### config.mk
export PLATFORM = sky130hd
export DESIGN_NAME = double_exp_seq
export DESIGN_NICKNAME = d
export VERILOG_FILES = /design/src/rtl/double_exp_pkg.sv /design/src/rtl/double_exp_seq_mod_dbl_add.sv /design/src/rtl/double_exp_seq.sv
export SDC_FILE = /design/constraint.sdc
export NUM_CORES = 1
export LEC_CHECK = 0
export BUFFER_PORTS_ARGS = -buffer_cell sky130_fd_sc_hd__buf_2
export CORE_MARGIN = 1.5
export CORE_UTILIZATION = 25
export CTS_BUF_LIST = sky130_fd_sc_hd__clkbuf_8
export CTS_CLUSTER_SIZE = 8
export DETAILED_ROUTE_END_ITERATION = 7
export SETUP_SLACK_MARGIN = 0.5
export SLEW_MARGIN = 30
export SYNTH_ARGS = -nofsm -noshare
export SYNTH_HDL_FRONTEND = slang
export SYNTH_HIERARCHICAL = 1
export SYNTH_SLANG_ARGS = --single-unit
### constraint.sdc
create_clock -name clk -period 6.7 [get_ports clk]
set_input_delay 0.67 -clock clk [delete_from_list [all_inputs] [get_ports clk]]
set_output_delay 0.67 -clock clk [all_outputs]
set_load 0.05 [all_outputs]
### src/rtl/double_exp_pkg.sv
// Shared types and elaboration helpers for the double_exp_seq modular double-exponentiator.
package double_exp_pkg;

    typedef enum logic [1:0] {
        IDLE,
        NORM,
        SQUARE,
        DONE
    } state_t;

    function automatic int unsigned clog2(input int unsigned v);
        int unsigned r;
        r = 0;
        while ((64'd1 << r) < 64'(v)) r++;
        return r;
    endfunction

    // Counter width that never collapses to zero bits.
    function automatic int unsigned cnt_width(input int unsigned v);
        return (clog2(v) < 1) ? 1 : clog2(v);
    endfunction

    function automatic int unsigned latency(input int unsigned w, input int unsigned n);
        return (w + 1) + n * w + 1;
    endfunction

    function automatic bit params_ok(input int unsigned w, input int unsigned m);
        return (w >= 1) && (w <= 30) && (m >= 2) && (64'(m) <= ((64'd1 << w) - 1));
    endfunction

endpackage

### src/rtl/double_exp_seq_mod_dbl_add.sv
// mod_dbl_add: combinational (2*r + addend) mod M for r, addend < M; result < M.
module mod_dbl_add #(
    parameter int unsigned W = 8,
    parameter int unsigned M = 221
) (
    input  logic [W-1:0] r,
    input  logic [W-1:0] addend,
    output logic [W-1:0] y
);
    localparam logic [W+1:0] MOD = (W+2)'(M);

    logic [W+1:0] t0;
    logic [W+1:0] t1;
    logic [W+1:0] t2;

    // 2r + addend < 3M, so two conditional subtractions always land in [0, M).
    always_comb begin
        t0 = {1'b0, r, 1'b0} + {2'b00, addend};
        t1 = (t0 >= MOD) ? t0 - MOD : t0;
        t2 = (t1 >= MOD) ? t1 - MOD : t1;
        y  = W'(t2);
    end

endmodule

### src/rtl/double_exp_seq.sv
// double_exp_seq: y = (xs+xc)^(2^N) mod M, bit-serial via one shared mod_dbl_add.
// Define DOUBLE_EXP_ABORT_EN to let ld restart a computation already in progress.
module double_exp_seq
    import double_exp_pkg::*;
#(
    parameter int unsigned W = 8,
    parameter int unsigned M = 221,
    parameter int unsigned N = 1000
) (
    input  logic         clk,
    input  logic         rst_n,
    input  logic         ld,
    input  logic [W-1:0] xs,
    input  logic [W-1:0] xc,
    output logic         busy,
    output logic         dn,
    output logic [W-1:0] ys,
    output logic [W-1:0] yc
);
    localparam int unsigned BW = clog2(W + 2);
    localparam int unsigned PW = cnt_width(N + 1);
    localparam logic [BW-1:0] BIT_NORM  = BW'(W);
    localparam logic [BW-1:0] BIT_SQ    = BW'(W - 1);
    localparam logic [PW-1:0] PASS_LAST = PW'((N == 0) ? 0 : N - 1);

    if (!params_ok(W, M)) begin : g_param_check
        $fatal(1, "double_exp_seq: illegal W/M combination");
    end

    state_t        state;
    logic [W:0]    a_sh;
    logic [W-1:0]  b_sh;
    logic [W-1:0]  acc;
    logic [W-1:0]  r;
    logic [BW-1:0] bit_cnt;
    logic [PW-1:0] pass_cnt;
    logic [W-1:0]  r_in;
    logic [W-1:0]  addend;
    logic [W-1:0]  sum;
    logic          start;

`ifdef DOUBLE_EXP_ABORT_EN
    assign start = ld && (state != DONE);
`else
    assign start = ld && (state == IDLE);
`endif

    // acc is the squaring operand b for the whole pass; b_sh only supplies its bits MSB first.
    always_comb begin
        r_in   = r;
        addend = '0;
        if (state == NORM) begin
            r_in   = acc;
            addend = W'(a_sh[W]);
        end else if (b_sh[W-1]) begin
            addend = acc;
        end
    end

    mod_dbl_add #(.W(W), .M(M)) u_dbl_add (
        .r      (r_in),
        .addend (addend),
        .y      (sum)
    );

    always_ff @(posedge clk or negedge rst_n) begin
        if (!rst_n) begin
            state    <= IDLE;
            busy     <= 1'b0;
            dn       <= 1'b0;
            ys       <= '0;
            yc       <= '0;
            a_sh     <= '0;
            b_sh     <= '0;
            acc      <= '0;
            r        <= '0;
            bit_cnt  <= '0;
            pass_cnt <= '0;
        end else begin
            dn <= 1'b0;
            if (start) begin
                state    <= NORM;
                busy     <= 1'b1;
                a_sh     <= (W+1)'(xs) + (W+1)'(xc);
                acc      <= '0;
                r        <= '0;
                bit_cnt  <= BIT_NORM;
                pass_cnt <= '0;
            end else begin
                case (state)
                    NORM: begin
                        acc  <= sum;
                        a_sh <= a_sh << 1;
                        if (bit_cnt == '0) begin
                            if (N == 0) begin
                                state <= DONE;
                                busy  <= 1'b0;
                            end else begin
                                state    <= SQUARE;
                                b_sh     <= sum;
                                r        <= '0;
                                bit_cnt  <= BIT_SQ;
                                pass_cnt <= '0;
                            end
                        end else begin
                            bit_cnt <= bit_cnt - 1'b1;
                        end
                    end
                    SQUARE: begin
                        b_sh <= b_sh << 1;
                        if (bit_cnt == '0) begin
                            acc     <= sum;
                            b_sh    <= sum;
                            r       <= '0;
                            bit_cnt <= BIT_SQ;
                            if (pass_cnt == PASS_LAST) begin
                                state <= DONE;
                                busy  <= 1'b0;
                            end else begin
                                pass_cnt <= pass_cnt + 1'b1;
                            end
                        end else begin
                            r       <= sum;
                            bit_cnt <= bit_cnt - 1'b1;
                        end
                    end
                    DONE: begin
                        ys    <= acc;
                        yc    <= '0;
                        dn    <= 1'b1;
                        state <= IDLE;
                    end
                    default: state <= IDLE;
                endcase
            end
        end
    end

endmodule
==> results of run 1 <==
## synthesized netlist by cell type (all sizes together) (7+ instances only)
library cell and instances:
inv 18, a21oi 10, nor2 33, o21ai 42, mux2 19, xor2 10, nand2 59, nand3 11
nor3 7, a211oi 11, buf 14, dfrtp 59, and2 14, xnor2 11, ha 25, clkbuf 12
mux2i 24
## area by class of cell
class	instances	area [um^2]
fill	1811	12300
multi-input combinational	375	2720
sequential	59	1480
tap	225	282
clock buffer	12	165
timing repair buffer	30	155
clock inverter	4	95.1
inverter	18	67.6
## worst register-to-register path, stage by stage (launching register included)
cell and delay, ns:
dfrtp_1 0.40, inv_1 0.13, ha_1 0.42, buf_4 0.32, mux2_2 0.38, ha_1 0.40, a21o_2 0.25, a2111o_1 0.44
a211oi_4 0.42, nand2_1 0.27, nand2_1 0.12, o21ai_0 0.12, ha_1 0.25, o211a_4 0.27, o21ai_2 0.27, nor2_1 0.09
xnor2_1 0.34, mux2i_1 0.15, o21ai_0 0.18
## per-layer routing
layer | wire length (um) | share of wire (%) | up-vias | track usage (%)
li1 | - | - | 1726 | -
met1 | 4810 | 50 | 1591 | 14.8
met2 | 4390 | 46 | 42 | 17.1
met3 | 228 | 2.4 | 9 | 1.95
met4 | 102 | 1.1 | 0 | 2.81
met5 | 0 | 0 | - | 0
## metrics by stage
| stage | std cells | cell area [um^2] | worst slack [ns] | hold WS [ns] | utilization (%) |
|---|---|---|---|---|---|
| after floorplan | 478 | 4410 | 1.85 | 0.374 | - |
| after global placement | 707 | 4700 | 1.51 | 0.460 | 27.3 |
| after detailed placement | 707 | 4700 | 1.48 | 0.467 | 27.3 |
| after CTS | 723 | 4960 | 1.46 | 0.484 | 28.8 |
| after global routing | 723 | 4960 | 0.942 | 0.501 | 28.8 |
| final | 723 | 4960 | 1.39 | 0.481 | 28.8 |
## how the worst max path moves through the flow
stage                        start       to  slack, ns  depth (start not counted)
after global routing      state[1]  b_sh[3]       0.94                         21
after CTS                 state[1]  b_sh[1]       1.46                         17
after detailed placement  state[1]  b_sh[1]       1.48                         17
after global placement    state[1]  b_sh[2]       1.51                         18
final                     state[1]  b_sh[3]       1.39                         18
after floorplan           state[1]  b_sh[2]       1.85                         22
## report_power, final
group          total [mW]  internal, mW  switching [mW]  leakage, nW
Clock               0.419         0.277           0.142        0.133
Combinational      0.0466        0.0141          0.0326         1.30
Sequential          0.356         0.356               0        0.740
Total               0.822         0.647           0.175         2.17
## registers in the layout, summed over array words and instances (netlist names)
| register | flops |
|---|---|
| bit_cnt | 4 |
| ys | 8 |
| a_sh | 9 |
| r | 8 |
| acc | 8 |
| dn | 1 |
| state | 2 |
| b_sh | 8 |
| busy | 1 |
| pass_cnt | 10 |
## kinds of logic (layout without fill, tap and decap cells)
logic type | count (synthesis) | after routing | share of synthesized area, %
AND/OR/NAND/NOR | 157 | 157 | 18.1
AO/OA/AOI/OAI | 119 | 119 | 20.2
flip-flops | 59 | 59 | 33.7
buffers and inverters | 44 | 64 | 4.99
multiplexers | 43 | 43 | 10.5
adder cells (fa/ha/maj) | 27 | 27 | 8.04
XOR/XNOR | 21 | 21 | 4.36
other | 1 | 8 | 0.0855
==> impl_results.md, run 1 <==
- RSZ-0062 raised after global routing: no
- Worst-Margin Slew: between 0.9 and 1 ns
- Predominant post-synthesis flop cell: dfrtp_1
- Hold violation total from the final report: 0
- Leakage Power: approximately 2.2 nW
- R2r endpoint: b_sh[3]
- Hold Crit Depth: 2
- Core box area: about 0.017 mm^2
- TNS Setup: 0 ns
- Largest net degree at the start of global routing: 60
- Die area: approximately 0.018 mm^2
- Largest cells by area after synthesis: dfrtp_1 34%, ha_1 7.1%, mux2i_1 5.0%, nand2_1 5.0%, mux2_2 4.9%
- Core Rows: between 40 and 50
- Fin crit share: 79.3%
- Initial antenna violation count: 0
- Share of cells above drive strength 1: between 10% and 20%
- Post-CTS Hold Fix Bufs: 0
- Max FO, Critical Path: 16
- Hold Crit Class: flip-flop to flip-flop
- Async S/R FF share, synth: 100%
- Die Wd: between 100 and 150 um
- Maximum vdd drop: about 150 uV
- CTS tree: done
- Wire per inst: ~13 um
- CP arrival: approximately 5.6 ns
- Final min period: 5.31 ns
- Synth-to-layout area growth: 13.0%
- Starting density of the core: between 20% and 30%
- CP top delay family: compound AO/OA/AOI/OAI gates
- Clock root cell: clkbuf_8
- Vias/cell: between 4 and 5
- Critical Path RT: 6.95 ns
- Yosys warnings: 6
- Post-CTS Repair Setup Buffers: 0
- Relative slew slack: 38.6%
- Register-to-Register Path Depth: 18
- Tot GR Track Use: 10.7%
- Drt drc: 0
- Final WL: between 9000 and 10000 um
- Gr ovfl total: 0
- Cells along the critical path: inv_1 > ha_1 > buf_4 > mux2_2 > ha_1 > a21o_2 > a2111o_1 > a211oi_4 > nand2_1 > nand2_1 > o21ai_0 > ha_1 > o211a_4 > o21ai_2 > nor2_1 > xnor2_1 > mux2i_1 > o21ai_0
- Fin nets: roughly 540
- Drt first pass iters: 4
- Total design power: approximately 0.82 mW
- Status: finished, final reports clean
- Post-Syn Area: between 0.004 and 0.005 mm^2
- Synth Register Bits: slightly below 60
- Post-Syn Area per Cell: a little over 9 um^2
- Ant diodes: 0
- Num ports: 37
- PortBufs: 28
- CP bufs+invs: 2
- Post-cts sizing count: 0
- Clock latency on the worst-skew pair: approximately 0.35 ns
- Register area share after synthesis: ~34%
- Clock Path Buffers: 2
- Worst hold start: b_sh[6]
- Post-synth EDFFs: 0
- Number of global-route vias before repair: around 3.2k
- Die H: around 140 um
- Top-area cell type share of the netlist area: about a third
- Post-synth top area cell: dfrtp_1
- Max stage delay cell, worst path: a2111o_1
- Most common cell after layout, fill and taps aside: dfrtp_1
- Final ANT Viol Nets: 0
- Cells after synthesis: between 400 and 500
- Max incr delay on CP: approximately 0.44 ns
- 1st-iter DRT viols: 223
- Setup CP Type: flip-flop to flip-flop
- Critical path startpoint category: flip-flop
- Via count: roughly 3.4k
- Most frequent cells in the layout: 59 x dfrtp_1, 58 x nand2_1, 36 x o21ai_0, 32 x nor2_1, 28 x buf_2
- Reg-to-reg startpoint: state[1]
- Cts bufs inserted: 9
- Max-Cap Viols: 0
- Hold-critical path endpoint: b_sh[6]
- Skew final: slightly below 0.01 ns
- Highest Clock Rate: ~190 MHz
- H-tree Lvls: 3
- Slew Limit Fails: 0
- Sink Count: roughly 60
- Gpl congestion: 0.797
- Pwr Density: 166 mW/mm^2
- FF-to-FF setup slack: approximately 1.4 ns
- Post-synth cell types: 84
- Critical Path Most Common Cell: ha_1
- Crit. End Element: flip-flop
- First-pass GRT wire length: 15700 um
- Final HPWL DP: between 7000 and 8000 um
- Worst-path clk slew: 0.07 ns
- Final-report setup violation count: 0
Note: power is estimated with default switching activity, not from simulation.
==> inputs of run 2 (changes only) <==
Settings changed: ABC_AREA set to 1.
Clock period 6.7 ns to 5.2 ns, I/O delays scaled along.
==> run 2 against run 1 <==
Worst hold slack worse by 0.16 ns. Global-route usage is 0.95 points higher. Via count grew 16%. Clock power increased by 11%. Synthesized cell count is 33% higher. Final area increased by 1.5%. Non-clock buffer count is the same. Clock skew down 0.0022 ns. Die area increased by 0.95%. Largest cell class unchanged.
==> impl_results.md, run 2 <==
- RSZ-0062 raised after global routing: no
- Relative slew slack: ~49%
- Pre-CTS setup slack: 0.530 ns
- Final Cell Area: about 0.0050 mm^2
- Most frequent cells in the layout: 160 x nand2_1, 75 x inv_1, 62 x nand3_1, 59 x dfrtp_1, 50 x nor2_1
- Async S/R FF share, synth: 100%
- Cells after synthesis: between 600 and 700
- Via count: between 3k and 4k
- Drt drc: 0
- Die H: ~140 um
- Largest cells by area after synthesis: dfrtp_1 33%, nand2_1 14%, ha_1 7.1%, nand3_1 7.0%, inv_1 6.4%
- Sink Count: 59
- Num ports: 37
- Max FO, Critical Path: 13
- Maximum vdd drop: around 130 uV
- Wire per inst: 11.4 um
- Status: finished, final reports clean
- Post-synth cell types: between 40 and 50
- Synth Register Bits: slightly below 60
- Commonest cells in the netlist: 161 x nand2_1, 75 x inv_1, 62 x nand3_1
- Setup WS post-layout: just under 1 ns
- Fin nets: 700
- Post-synth EDFFs: 0
- Vias/cell: between 4 and 5
- Minimum hold slack: roughly 0.32 ns
- Setup CP Type: flip-flop to flip-flop
- Highest Clock Rate: 237 MHz
- Largest net degree at the start of global routing: 60
- Clock Path Buffers: 2
- Max stage delay cell, worst path: dfrtp_1
- Core box area: between 0.015 and 0.02 mm^2
- Utilization after layout: 29.1%
- CP arrival: around 4.4 ns
- Placement Cell Area: roughly 0.0048 mm^2
- H-tree Lvls: 3
- Register-to-Register Path Depth: 30
- Critical path startpoint category: flip-flop
- 1st-iter DRT viols: 207
- Hold Crit Class: input pin to async pin
- Final ANT Viol Nets: 0
- Final WL: 10100 um
- Count leader, synth: nand2_1
- Fillers: 1913
- Ant diodes: 0
- Post-Syn Area per Cell: roughly 7.1 um^2
- Die Wd: about 140 um
- Fin crit share: between 80% and 90%
- Final min period: 4.22 ns
- Slew Limit Fails: 0
- Max-Cap Viols: 0
- Multi-input logic area: roughly 0.0026 mm^2
- Skew final: roughly 0.0076 ns
- Core Rows: between 40 and 50
- Pwr Density: roughly 200 mW/mm^2
- Register area share after synthesis: between 30% and 40%
- Leakage Power: between 2 and 3 nW
- Share of cells above drive strength 1: about 15%
- Post-CTS Hold Fix Bufs: 0
- Non-filler instance count after layout: 884
- Drt first pass iters: 5
- Synth-to-layout area growth: 13.6%
- Critical Path Most Common Cell: nand2_1
- Number of global-route vias before repair: ~3.6k
- Reg with most FFs: pass_cnt
- Largest register FFs: 10
- TNS Setup: 0 ns
- Max incr delay on CP: 0.39 ns
- Placed Instances: roughly 870
- Clock root cell: clkbuf_8
- Most common cell after layout, fill and taps aside: nand2_1
- Reg-to-reg startpoint: state[1]
- Total design power: roughly 0.99 mW
- Biggest regs: pass_cnt: 10 flops, a_sh: 9 flops
- Gpl congestion: 0.758
- Gr ovfl total: 0
- Post-synth top area cell: dfrtp_1
- First-pass GRT wire length: approximately 17000 um
- R2r endpoint: b_sh[2]
- CP endpoint: b_sh[2]
- Die area: roughly 0.019 mm^2
- Predominant post-synthesis flop cell: dfrtp_1
- Yosys warnings: 6
- Clock latency on the worst-skew pair: around 0.35 ns
- FF-to-FF setup slack: between 0.9 and 1 ns
- Critical Path RT: 5.43 ns
- Initial antenna violation count: 0
- Worst-Margin Slew: roughly 0.77 ns
- FF+latch area: roughly 0.0015 mm^2
- Starting density of the core: between 20% and 30%
- Top-area cell type share of the netlist area: 33.3%
- Hold violation total from the final report: 0
- Final HPWL DP: roughly 7500 um
- CTS tree: done
- Crit. End Element: flip-flop
- Post-Syn Area: 0.00443 mm^2
- CP Launch Point: state[1]
- Cts bufs inserted: 9
- Final-report setup violation count: 0
- Tot GR Track Use: between 10% and 20%
- Worst-path clk slew: about 0.07 ns
- PortBufs: 28
==> run 2: worst min-delay path by stage <==
stage / endpoint / cells after the start
3_3_place_gp: a_sh[8] / 2
5_1_grt: pass_cnt[6] / 2
2_1_floorplan: a_sh[0] / 0
4_1_cts: pass_cnt[6] / 2
3_5_place_dp: a_sh[7] / 2
6_report: pass_cnt[6] / 2
==> run 2: worst max-delay path: cells and delay by family (launching register included) <==
kind,cells,cell delay [ns]
buffers and inverters,6,0.49
DFF,1,0.39
adders and majority gates,4,0.94
and+or+nand+nor,18,1.99
AOI/OAI and AO/OA,2,0.29
==> run 2: logic make-up after synthesis <==
kind of cell	synth area share, %
and+or+nand+nor	32.4
buffers and inverters	10.2
AOI/OAI and AO/OA	13.2
DFF	33.3
adders and majority gates	7.97
xor gates and xnor gates	2.74
other	0.0847
==> run 2: report_power, final <==
group / switching, mW / internal (mW)
clock: 0.196 / 0.268
sequential: 0 / 0.459
combinational: 0.0448 / 0.0204
total: 0.241 / 0.747
==> run 2: per-layer routing <==
metal  global-route usage (%)  vias up  routed length [um]
met5                        0        -                   0
met4                     5.38        0                 163
met3                     1.12       12                 241
met2                     18.0       49                4630
met1                     16.3     1783                5060
li1                         -     2075                   -
==> run 2: final cells by class <==
class | count | area share (%)
Multi-Input combinational cell | 467 | 51.2
Sequential cell | 59 | 29.3
Inverter | 87 | 6.54
Tap cell | 225 | 5.59
Timing Repair Buffer | 30 | 3.08
Clock buffer | 9 | 2.46
Clock inverter | 7 | 1.84
==> run 2: what timing repair did <==
| action | in CTS | in global routing |
|---|---|---|
| buffers inserted | 0 | 1 |
| setup endpoints to repair | 0 | 24 |
| resized for setup | 0 | 9 |
==> inputs of run 3 (changes only) <==
Settings changed: ABC_AREA 1 to 0.
Clock period 5.2 ns to 4.1 ns, I/O delays scaled along.
==> run 3 against run 2 <==
The run now ends with negative setup slack left. Critical path depth decreased by 4. Fmax shrank 1.3%. Clock skew grew 0.0012 ns. Clock power rose by 4%. Combinational power increased by 17%. Worst setup slack lost 1.2 ns. Worst hold slack worse by 0.27 ns. Non-clock buffer count is 71 higher. Routed wire length grew 4.1%. Register-to-register slack worse by 1.2 ns. Cell count down 10%. Core utilization up 4.6 points. Critical path type unchanged. Critical endpoint is now r[0]. Largest cell class unchanged. Largest power group is now registers. Highest routed layer unchanged.
==> impl_results.md, run 3 (synthesized netlist as in run 1, its figures left out) <==
- Vias/cell: 4.63
- Initial antenna violation count: 0
- 1st-iter DRT viols: between 150 and 200
- Synth-to-layout area growth: 32.3%
- Starting density of the core: 25.5%
- H-tree Lvls: 3
- Setup CP Type: flip-flop to flip-flop
- Critical Path Most Common Cell: buf_4
- Most common cell after layout, fill and taps aside: buf_4
- CTS tree: done
- Hold Crit Class: input pin to async pin
- Setup WS post-layout: -0.170 ns
- Sink Count: 59
- Critical Path RT: ~4.4 ns
- Final ANT Viol Nets: 0
- Reg with most FFs: pass_cnt
- Failing checks: negative setup slack
- Die Wd: approximately 140 um
- Worst-Margin Slew: 0.926 ns
- Status: complete, but fails checks
- Final WL: 10500 um
- Cts bufs inserted: 9
- Die area: between 0.015 and 0.02 mm^2
- Pre-CTS setup slack: -0.174 ns
- Core Rows: 48
- Drt drc: 0
- Max incr delay on CP: around 0.4 ns
- Share of cells above drive strength 1: between 30% and 40%
- Maximum vdd drop: between 150 and 200 uV
- Num ports: 37
- Fin nets: 610
- Final HPWL DP: roughly 8000 um
- Drt first pass iters: 4
- Final min period: roughly 4.3 ns
- First-pass GRT wire length: between 15000 and 20000 um
- Leakage Power: around 2.5 nW
- Tot GR Track Use: between 10% and 20%
- Ant diodes: 0
- Final-report setup violation count: 22
- Number of global-route vias before repair: 3766
- Clock latency on the worst-skew pair: 0.34 ns
- Pwr Density: ~200 mW/mm^2
- RSZ-0062 raised after global routing: yes
- Largest register FFs: 10
- Clock Path Buffers: 2
- Wire per inst: 13.2 um
- Biggest regs: pass_cnt: 10 flops, a_sh: 9 flops
- Utilization after layout: between 30% and 40%
- Via count: around 3.7k
- Gr ovfl total: 0
- Non-filler instance count after layout: around 790
- PortBufs: 28
- Slew Limit Fails: 0
- Total design power: 1.14 mW
- Largest net degree at the start of global routing: 42
- Fin crit share: 104%
- Skew final: 0.00883 ns
- Placed Instances: 758
- Core box area: ~0.017 mm^2
- Crit. End Element: flip-flop
- Max-Cap Viols: 0
- Die H: approximately 140 um
- Max FO, Critical Path: 6
- Highest Clock Rate: between 200 and 250 MHz
- Worst-path clk slew: approximately 0.07 ns
- Max stage delay cell, worst path: dfrtp_1
- CP arrival: 4.53 ns
- Clock root cell: clkbuf_8
- Gpl congestion: between 0.8 and 0.9
- Most frequent cells in the layout: 63 x buf_4, 59 x dfrtp_1, 56 x nand2_1, 28 x nor2_1, 27 x buf_2
- Hold violation total from the final report: 0
- Relative slew slack: between 30% and 40%
- Critical path startpoint category: flip-flop
==> run 3: per-layer routing <==
layer,routed length (um),GRT usage [%],up-vias
met4,114,3.70,0
met2,5220,20.2,46
met1,4960,16.1,1761
met5,0,0,-
met3,206,1.35,10
li1,-,-,1858
==> run 3: worst paths after layout <==
path                               start  endpoint  slack (ns)  cells after the start
worst max-delay path            state[0]      r[0]       -0.17                     26
worst min-delay path               rst_n   a_sh[0]        0.06                      1
worst max register to register  state[0]      r[0]       -0.17                     26
worst min register to register      busy      busy        0.48                      2
max in group asynchronous          rst_n   a_sh[7]        3.38                      2
min in group clk                   xc[0]   a_sh[0]        0.37                      4
==> run 3: critical path, delay by kind of cell, from the launching register on <==
kind                       cells  cell delay (ns)
and+or+nand+nor                4             0.46
buffers and inverters         11             1.47
adders and majority gates      2             0.42
xor gates and xnor gates       1             0.11
DFF                            1             0.40
AOI/OAI and AO/OA              8             1.34
==> run 3: what timing repair did <==
item | CTS | global route
setup buffers | 19 | 1
resized for setup | 50 | 9
pin swaps | 21 | 10
hold buffers | 0 | 0
endpoints found under the setup margin | 24 | 24
endpoints found under the hold margin | 0 | 0
==> run 3: where the power goes <==
group          switching [mW]  internal [mW]  total (mW)
Clock                   0.232          0.248       0.480
Sequential                  0          0.582       0.582
Combinational          0.0530         0.0232      0.0763
==> run 3: layout make-up <==
cell class | count | area [um^2]
Fill cell | 1726 | 11400
Multi-Input combinational cell | 375 | 3060
Sequential cell | 59 | 1480
Timing Repair Buffer | 101 | 741
Tap cell | 225 | 282
Clock buffer | 11 | 151
Inverter | 18 | 67.6
Clock inverter | 5 | 28.8
==> run 3: per-stage QoR <==
step / TNS (ns) / cell area, um^2 / hold WS, ns
floorplan: -1.49 / 4590 / 0.114
global placement: -0.907 / 5230 / 0.466
global route: -7.69 / 5810 / 0.0894
CTS: -1.46 / 5750 / 0.232
finish: -2.55 / 5810 / 0.0574
detailed placement: -1.86 / 5230 / 0.468
